### src/rtl/pcoeff_result_collector_pkg.sv
// Shared widths and tree-sizing helpers for the pcoeff result collector.
package pcoeff_result_collector_pkg;

  localparam int DEFAULT_NUM_LANES        = 4;
  localparam int DEFAULT_LANE_SUM_WIDTH   = 48;
  localparam int DEFAULT_LANE_COUNT_WIDTH = 13;
  localparam int DEFAULT_FIFO_DEPTH_LOG2  = 2;
  localparam int DEFAULT_BATCH_IDX_WIDTH  = 16;

  function automatic int clog2(input int n);
    int r;
    r = 0;
    while ((1 << r) < n) r++;
    return r;
  endfunction

  // One pairwise-add level per halving of the zero-padded lane set.
  function automatic int treeLevels(input int numLanes);
    return clog2(numLanes);
  endfunction

endpackage

### src/rtl/result_lane_fifo.sv
// Register-based per-lane FIFO; dataOut is valid combinationally while not empty.
module result_lane_fifo #(
  parameter int WIDTH      = 8,
  parameter int DEPTH_LOG2 = 2
) (
  input  logic             clk,
  input  logic             rst,
  input  logic             push,
  input  logic [WIDTH-1:0] dataIn,
  input  logic             pop,
  output logic [WIDTH-1:0] dataOut,
  output logic             empty,
  output logic             full
);

  localparam int DEPTH = 1 << DEPTH_LOG2;

  logic [WIDTH-1:0]      mem [DEPTH];
  logic [DEPTH_LOG2-1:0] wrPtr;
  logic [DEPTH_LOG2-1:0] rdPtr;
  logic [DEPTH_LOG2:0]   count;
  logic                  doPush;
  logic                  doPop;

  assign doPush  = push && !full;
  assign doPop   = pop && !empty;
  assign empty   = (count == '0);
  // count never exceeds DEPTH, so its top bit alone marks a full FIFO
  assign full    = count[DEPTH_LOG2];
  assign dataOut = mem[rdPtr];

  always_ff @(posedge clk) begin
    if (rst) begin
      wrPtr <= '0;
      rdPtr <= '0;
      count <= '0;
    end else begin
      if (doPush) begin
        mem[wrPtr] <= dataIn;
        wrPtr      <= wrPtr + 1'b1;
      end
      if (doPop) rdPtr <= rdPtr + 1'b1;
      if (doPush && !doPop) count <= count + 1'b1;
      else if (doPop && !doPush) count <= count - 1'b1;
    end
  end

endmodule

### src/rtl/pcoeff_result_collector.sv
// Buffers per-lane {sum,count} results and releases one combined result per batch
// through a registered, stallable adder tree with a valid/ready output.
module pcoeff_result_collector
  import pcoeff_result_collector_pkg::*;
#(
  parameter int NUM_LANES        = DEFAULT_NUM_LANES,
  parameter int LANE_SUM_WIDTH   = DEFAULT_LANE_SUM_WIDTH,
  parameter int LANE_COUNT_WIDTH = DEFAULT_LANE_COUNT_WIDTH,
  parameter int FIFO_DEPTH_LOG2  = DEFAULT_FIFO_DEPTH_LOG2,
  parameter int BATCH_IDX_WIDTH  = DEFAULT_BATCH_IDX_WIDTH
) (
  input  logic                                          clk,
  input  logic                                          rst,
  input  logic [NUM_LANES-1:0]                          laneValid,
  input  logic [NUM_LANES*LANE_SUM_WIDTH-1:0]           laneSum,
  input  logic [NUM_LANES*LANE_COUNT_WIDTH-1:0]         laneCount,
  output logic [NUM_LANES-1:0]                          laneReady,
  input  logic [NUM_LANES-1:0]                          laneMask,
  output logic                                          outValid,
  input  logic                                          outReady,
  output logic [LANE_SUM_WIDTH+clog2(NUM_LANES)-1:0]    outSum,
  output logic [LANE_COUNT_WIDTH+clog2(NUM_LANES)-1:0]  outCount,
  output logic [BATCH_IDX_WIDTH-1:0]                    outBatchIndex,
  output logic [NUM_LANES-1:0]                          laneOverflow
);

  localparam int TREE_LEVELS = treeLevels(NUM_LANES);
  localparam int PADDED      = 1 << TREE_LEVELS;
  localparam int OUT_SUM_W   = LANE_SUM_WIDTH + TREE_LEVELS;
  localparam int OUT_COUNT_W = LANE_COUNT_WIDTH + TREE_LEVELS;
  localparam int WORD_W      = LANE_SUM_WIDTH + LANE_COUNT_WIDTH;

  logic [NUM_LANES-1:0]   fifoEmpty;
  logic [NUM_LANES-1:0]   fifoFull;
  logic [NUM_LANES-1:0]   lanePop;
  logic [WORD_W-1:0]      fifoOut     [NUM_LANES];
  logic [OUT_SUM_W-1:0]   treeSumIn   [PADDED];
  logic [OUT_COUNT_W-1:0] treeCountIn [PADDED];
  logic                   advance;
  logic                   popFire;

  logic [OUT_SUM_W-1:0]   sumPipe   [TREE_LEVELS+1][PADDED];
  logic [OUT_COUNT_W-1:0] countPipe [TREE_LEVELS+1][PADDED];
  logic [TREE_LEVELS:0]   validPipe;

  // Masked lanes are neither waited on nor popped; an empty mask never fires.
  assign advance   = !outValid || outReady;
  assign popFire   = advance && (|laneMask) && ((fifoEmpty & laneMask) == '0);
  assign lanePop   = popFire ? laneMask : '0;
  assign laneReady = ~fifoFull;

  for (genvar i = 0; i < PADDED; i++) begin : gLane
    if (i < NUM_LANES) begin : gReal
      result_lane_fifo #(
        .WIDTH      (WORD_W),
        .DEPTH_LOG2 (FIFO_DEPTH_LOG2)
      ) uFifo (
        .clk     (clk),
        .rst     (rst),
        .push    (laneValid[i] && laneReady[i]),
        .dataIn  ({laneCount[i*LANE_COUNT_WIDTH +: LANE_COUNT_WIDTH],
                   laneSum[i*LANE_SUM_WIDTH +: LANE_SUM_WIDTH]}),
        .pop     (lanePop[i]),
        .dataOut (fifoOut[i]),
        .empty   (fifoEmpty[i]),
        .full    (fifoFull[i])
      );
      assign treeSumIn[i]   = laneMask[i] ? OUT_SUM_W'(fifoOut[i][LANE_SUM_WIDTH-1:0]) : '0;
      assign treeCountIn[i] = laneMask[i] ? OUT_COUNT_W'(fifoOut[i][WORD_W-1:LANE_SUM_WIDTH]) : '0;
    end else begin : gPad
      assign treeSumIn[i]   = '0;
      assign treeCountIn[i] = '0;
    end
  end

  // Stage 0 captures the popped words; level k halves the operand set. Bubbles
  // hold along with real results whenever the output is stalled.
  always_ff @(posedge clk) begin
    if (rst) begin
      validPipe <= '0;
      for (int k = 0; k <= TREE_LEVELS; k++) begin
        for (int j = 0; j < PADDED; j++) begin
          sumPipe[k][j]   <= '0;
          countPipe[k][j] <= '0;
        end
      end
    end else if (advance) begin
      validPipe[0] <= popFire;
      for (int j = 0; j < PADDED; j++) begin
        sumPipe[0][j]   <= treeSumIn[j];
        countPipe[0][j] <= treeCountIn[j];
      end
      for (int k = 1; k <= TREE_LEVELS; k++) begin
        validPipe[k] <= validPipe[k-1];
        for (int j = 0; j < (PADDED >> k); j++) begin
          sumPipe[k][j]   <= sumPipe[k-1][2*j] + sumPipe[k-1][2*j+1];
          countPipe[k][j] <= countPipe[k-1][2*j] + countPipe[k-1][2*j+1];
        end
      end
    end
  end

  always_ff @(posedge clk) begin
    if (rst) begin
      outValid      <= 1'b0;
      outSum        <= '0;
      outCount      <= '0;
      outBatchIndex <= '0;
      laneOverflow  <= '0;
    end else begin
      if (advance) begin
        outValid <= validPipe[TREE_LEVELS];
        outSum   <= sumPipe[TREE_LEVELS][0];
        outCount <= countPipe[TREE_LEVELS][0];
      end
      if (outValid && outReady) outBatchIndex <= outBatchIndex + 1'b1;
      laneOverflow <= laneOverflow | (laneValid & fifoFull);
    end
  end

endmodule
### config.mk
export PLATFORM = sky130hd
export DESIGN_NAME = pcoeff_result_collector
export DESIGN_NICKNAME = d
export VERILOG_FILES = /design/src/rtl/pcoeff_result_collector_pkg.sv /design/src/rtl/result_lane_fifo.sv /design/src/rtl/pcoeff_result_collector.sv
export SDC_FILE = /design/constraint.sdc
export NUM_CORES = 2
export LEC_CHECK = 0
export BUFFER_PORTS_ARGS = -buffer_cell sky130_fd_sc_hd__buf_2
export CORE_UTILIZATION = 55
export CTS_CLUSTER_SIZE = 25
export DETAILED_ROUTE_END_ITERATION = 10
export PLACE_DENSITY = 0.76
export SETUP_SLACK_MARGIN = 0.4
export SLEW_MARGIN = 15
export SYNTH_ARGS = -nofsm -noshare
export SYNTH_HDL_FRONTEND = slang
export SYNTH_SLANG_ARGS = --single-unit
### constraint.sdc
create_clock -name clk -period 11.7 [get_ports clk]
set_clock_uncertainty 0.2 [all_clocks]
set_input_delay 1.17 -clock clk [delete_from_list [all_inputs] [get_ports clk]]
set_output_delay 1.17 -clock clk [all_outputs]
set_load 0.005 [all_outputs]
==> results.py <==
metrics = {
    "cts": {
        "htreeDepth": 4,
        "clk_pin_slew_ns": 0.06,
        "cts.repair.resized": 0,
        "post_cts_buffers": 0,
        "cts_hold_buf": 0,
        "clockBufferDepth": 3,
        "cts_root_buf": "clkbuf_16",
        "clock_latency_ns": 0.78,
        "cts_tree": "done",
        "cts_num_sinks": 1536,
        "cts_made_buffers": 153,
    },
    "worst_setup_path": {
        "crit_path_frequent_cell": "buf_4",
        "startpoint": "outReady",
        "crit_type": "primary input to flip-flop",
        "r2r-start": "outValid",
        "crit_buf_inv": 4,
        "critPathSlowestCell": "clkinvlp_4",
        "crit_family": "buffers and inverters",
        "start_kind": "primary input",
        "path_cells": "buf_2, nor2b_1, nor2b_4, clkinvlp_4, buf_4, buf_4",
        "cp.depth": 6,
        "max_stage_delay_ns": 0.78,
        "worst_ep_required_time_ns": 11.86,
        "cp_max_fo": 89,
        "reg2reg_depth": 5,
        "cp.arrival_ns": 4.29,
        "end_kind": "flip-flop",
    },
    "synthesis": {
        "synth_nets": 4470,
        "avgSynthCellArea_um2": 16.2,
        "yosysTopAreaCell": "edfxtp_1",
        "synth-simple-area-share_pct": 7.13,
        "synth_top_family_by_area": "multiplexers",
        "synthMuxAreaShare_pct": 8.59,
        "syn_inst": 3999,
        "yosysWarnings": 0,
        "synth-main-ff-cell": "edfxtp_1",
        "ys_seq_elements": 1536,
        "synth_fa_ha_area_share_pct": 4.29,
        "synth-compound-area-share_pct": 6.64,
        "synth_area_leaders": "edfxtp_1, mux4_2, ha_1",
        "syn_area_mm2": 0.0648,
        "synth_cell_types": 86,
        "synth.top_cell.area_share_pct": 65.4,
        "seq_area_frac_synth_pct": 69.3,
        "async_flop_share_pct": 0,
        "synth_edf_count": 1411,
        "synth_xor_area_share_pct": 2.53,
    },
    "sta": {
        "period_share_pct": 35.3,
        "max_slew.worst_pin.slew_ns": 1.12,
        "fmax_mhz": 242,
        "rsz0062_at_grt": "false",
        "slew_headroom_pct": 25.4,
        "finalSetupTns_ns": 0,
        "finalSetupViolCount": 0,
        "fin_crit_ns": 4.13,
        "finalHoldViolCount": 0,
        "hold_slack_ns": 0.243,
        "slew_violations": 0,
    },
    "floorplanning": {
        "core_area_mm2": 0.117,
        "die_w_um": 345,
        "die_h_um": 345,
        "die_area_mm2": 0.119,
        "boundaryPins": 345,
        "start_util_pct": 55.6,
        "rows": 125,
    },
    "drt": {
        "drtPass1Iterations": 5,
        "antenna_left": 0,
        "vias": 35561,
        "drc": 0,
        "drt-total-wl_mm": 145,
        "drt_iter0_markers": 2977,
        "wl_per_cell_um": 24.1,
        "viasPerCell": 5.91,
    },
    "place": {
        "routabilityCongestion": 0.902,
        "dp_hpwl_mm": 95.8,
        "portBuffers": 344,
    },
    "min_path": {
        "min_path_type": "flip-flop to flip-flop",
        "min_delay_path_depth": 1,
        "holdCritStartpoint": "sumPipe[2][182]",
    },
    "run": {
        "cap_violations": 0,
    },
    "power_and_ir_drop": {
        "peakVddDrop_mv": 0.143,
        "p_leak_uw": 0.0277,
        "power.density_mw_per_mm2": 185,
    },
    "global_route": {
        "grt_pass1_wl_mm": 216,
        "grt_usage_pct": 24.3,
        "grt_max_degree": 178,
        "gr-total-overflow": 0,
        "antenna_found_initial": 35,
        "grt_pass1_vias": 35467,
    },
    "layout": {
        "utilization_pct": 62.6,
        "nNetsFinal": 4814,
        "area_growth_pct": 12.7,
        "drive_gt1_share_pct": 20.4,
        "nFillCells": 8244,
    },
    "status": {
        "outcome": "complete, no violations",
    },
}
==> final cells by class <==
cell class / instances / area, µm² / area share [%]
Sequential cell: 1536 / 44900 / 61.5
Multi-Input combinational cell: 2195 / 18900 / 25.9
Clock buffer: 204 / 4180 / 5.73
Timing Repair Buffer: 383 / 2040 / 2.79
Tap cell: 1524 / 1910 / 2.61
Clock inverter: 79 / 698 / 0.956
Inverter: 74 / 282 / 0.386
Antenna cell: 22 / 55.1 / 0.0754
==> Yosys cell counts, types with 24 or more instances <==
cell type / count
a21o_1: 101
a21oi_1: 185
a22o_1: 68
and2_1: 39
and3_1: 262
buf_1: 24
clkbuf_1: 165
dfxtp_1: 125
edfxtp_1: 1411
ha_1: 206
inv_1: 74
mux4_2: 244
nand2_1: 122
nand3_1: 29
nand4_1: 40
nor2_1: 286
nor2b_1: 25
nor3_1: 34
o21ai_0: 89
o21bai_1: 30
xnor2_1: 103
xor2_1: 84
==> power breakdown <==
| part | internal, µW | switching (µW) | leakage (µW) |
|---|---|---|---|
| Clock | 2690 | 2050 | 0.00238 |
| Combinational | 852 | 1090 | 0.0102 |
| Sequential | 6550 | 266 | 0.0151 |
| Total | 10100 | 3410 | 0.0277 |
==> worst reg2reg max path, cell delays in order, from the launching register on <==
cell and delay [ns]:
dfxtp_1 0.41, nor2b_1 0.54, nor2b_4 0.29, clkinvlp_4 0.78
buf_4 0.72, buf_4 0.64
==> stage by stage <==
stage               cells  area (µm²)  total power, µW  setup WS, ns
finish               6017       73000            13500          7.57
CTS                  5995       72900            13600          7.51
global route         6008       73000            14000          7.35
floorplan            3999       64800             8190          2.41
detailed placement   5712       68100             8890          6.70
global placement     5712       68100             8850          6.82
==> worst paths after layout <==
path                     endpoint  slack [ns]
hold reg to reg        outSum[36]        0.24
setup reg to reg  sumPipe[0][173]        7.64
hold / removal         outSum[36]        0.24
setup / recovery  sumPipe[0][173]        7.57
==> kinds of logic (layout without fill, tap and decap cells) <==
family / count (synthesis) / count (layout)
flops: 1536 / 1536
xor+xnor: 187 / 187
fa+ha+maj: 216 / 216
buf+inv: 268 / 740
other cells: 0 / 22
simple gates: 904 / 904
compound gates: 637 / 637
mux: 251 / 251
==> placed cells by master (no fill, tap or decap), types with 13 or more instances in the layout <==
cell type	count
a211oi_1	16
a21o_1	101
a21oi_1	185
a22o_1	68
a31oi_1	21
and2_1	23
and2_2	17
and3_1	262
buf_2	344
buf_4	37
clkbuf_1	38
clkbuf_16	156
clkinv_1	20
clkinv_2	28
dfxtp_1	117
diode_2	22
edfxtp_1	1411
ha_1	206
inv_1	73
mux4_2	244
nand2_1	122
nand3_1	29
nand4_1	40
nor2_1	285
nor2b_1	24
nor3_1	34
o211ai_1	13
o21a_1	19
o21ai_0	89
o21bai_1	30
o31ai_1	13
or3_1	13
xnor2_1	103
xor2_1	84
==> sequential cells by signal, summed over array words and instances, names as in the netlist, named ones only <==
register	cells
outBatchIndex	16
sumPipe	340
outSum	50
laneOverflow	4
gLane.gReal.uFifo.rdPtr	8
countPipe	95
outCount	15
gLane.gReal.uFifo.mem	976
outValid	1
gLane.gReal.uFifo.count	12
validPipe	3
gLane.gReal.uFifo.wrPtr	8
==> metal layers <==
layer	wire length, µm	track usage (%)
met1	60600	33.2
met2	70100	38.8
met3	10500	5.29
met4	3800	8.19
met5	119	0
(Power assumes the default switching activity.)
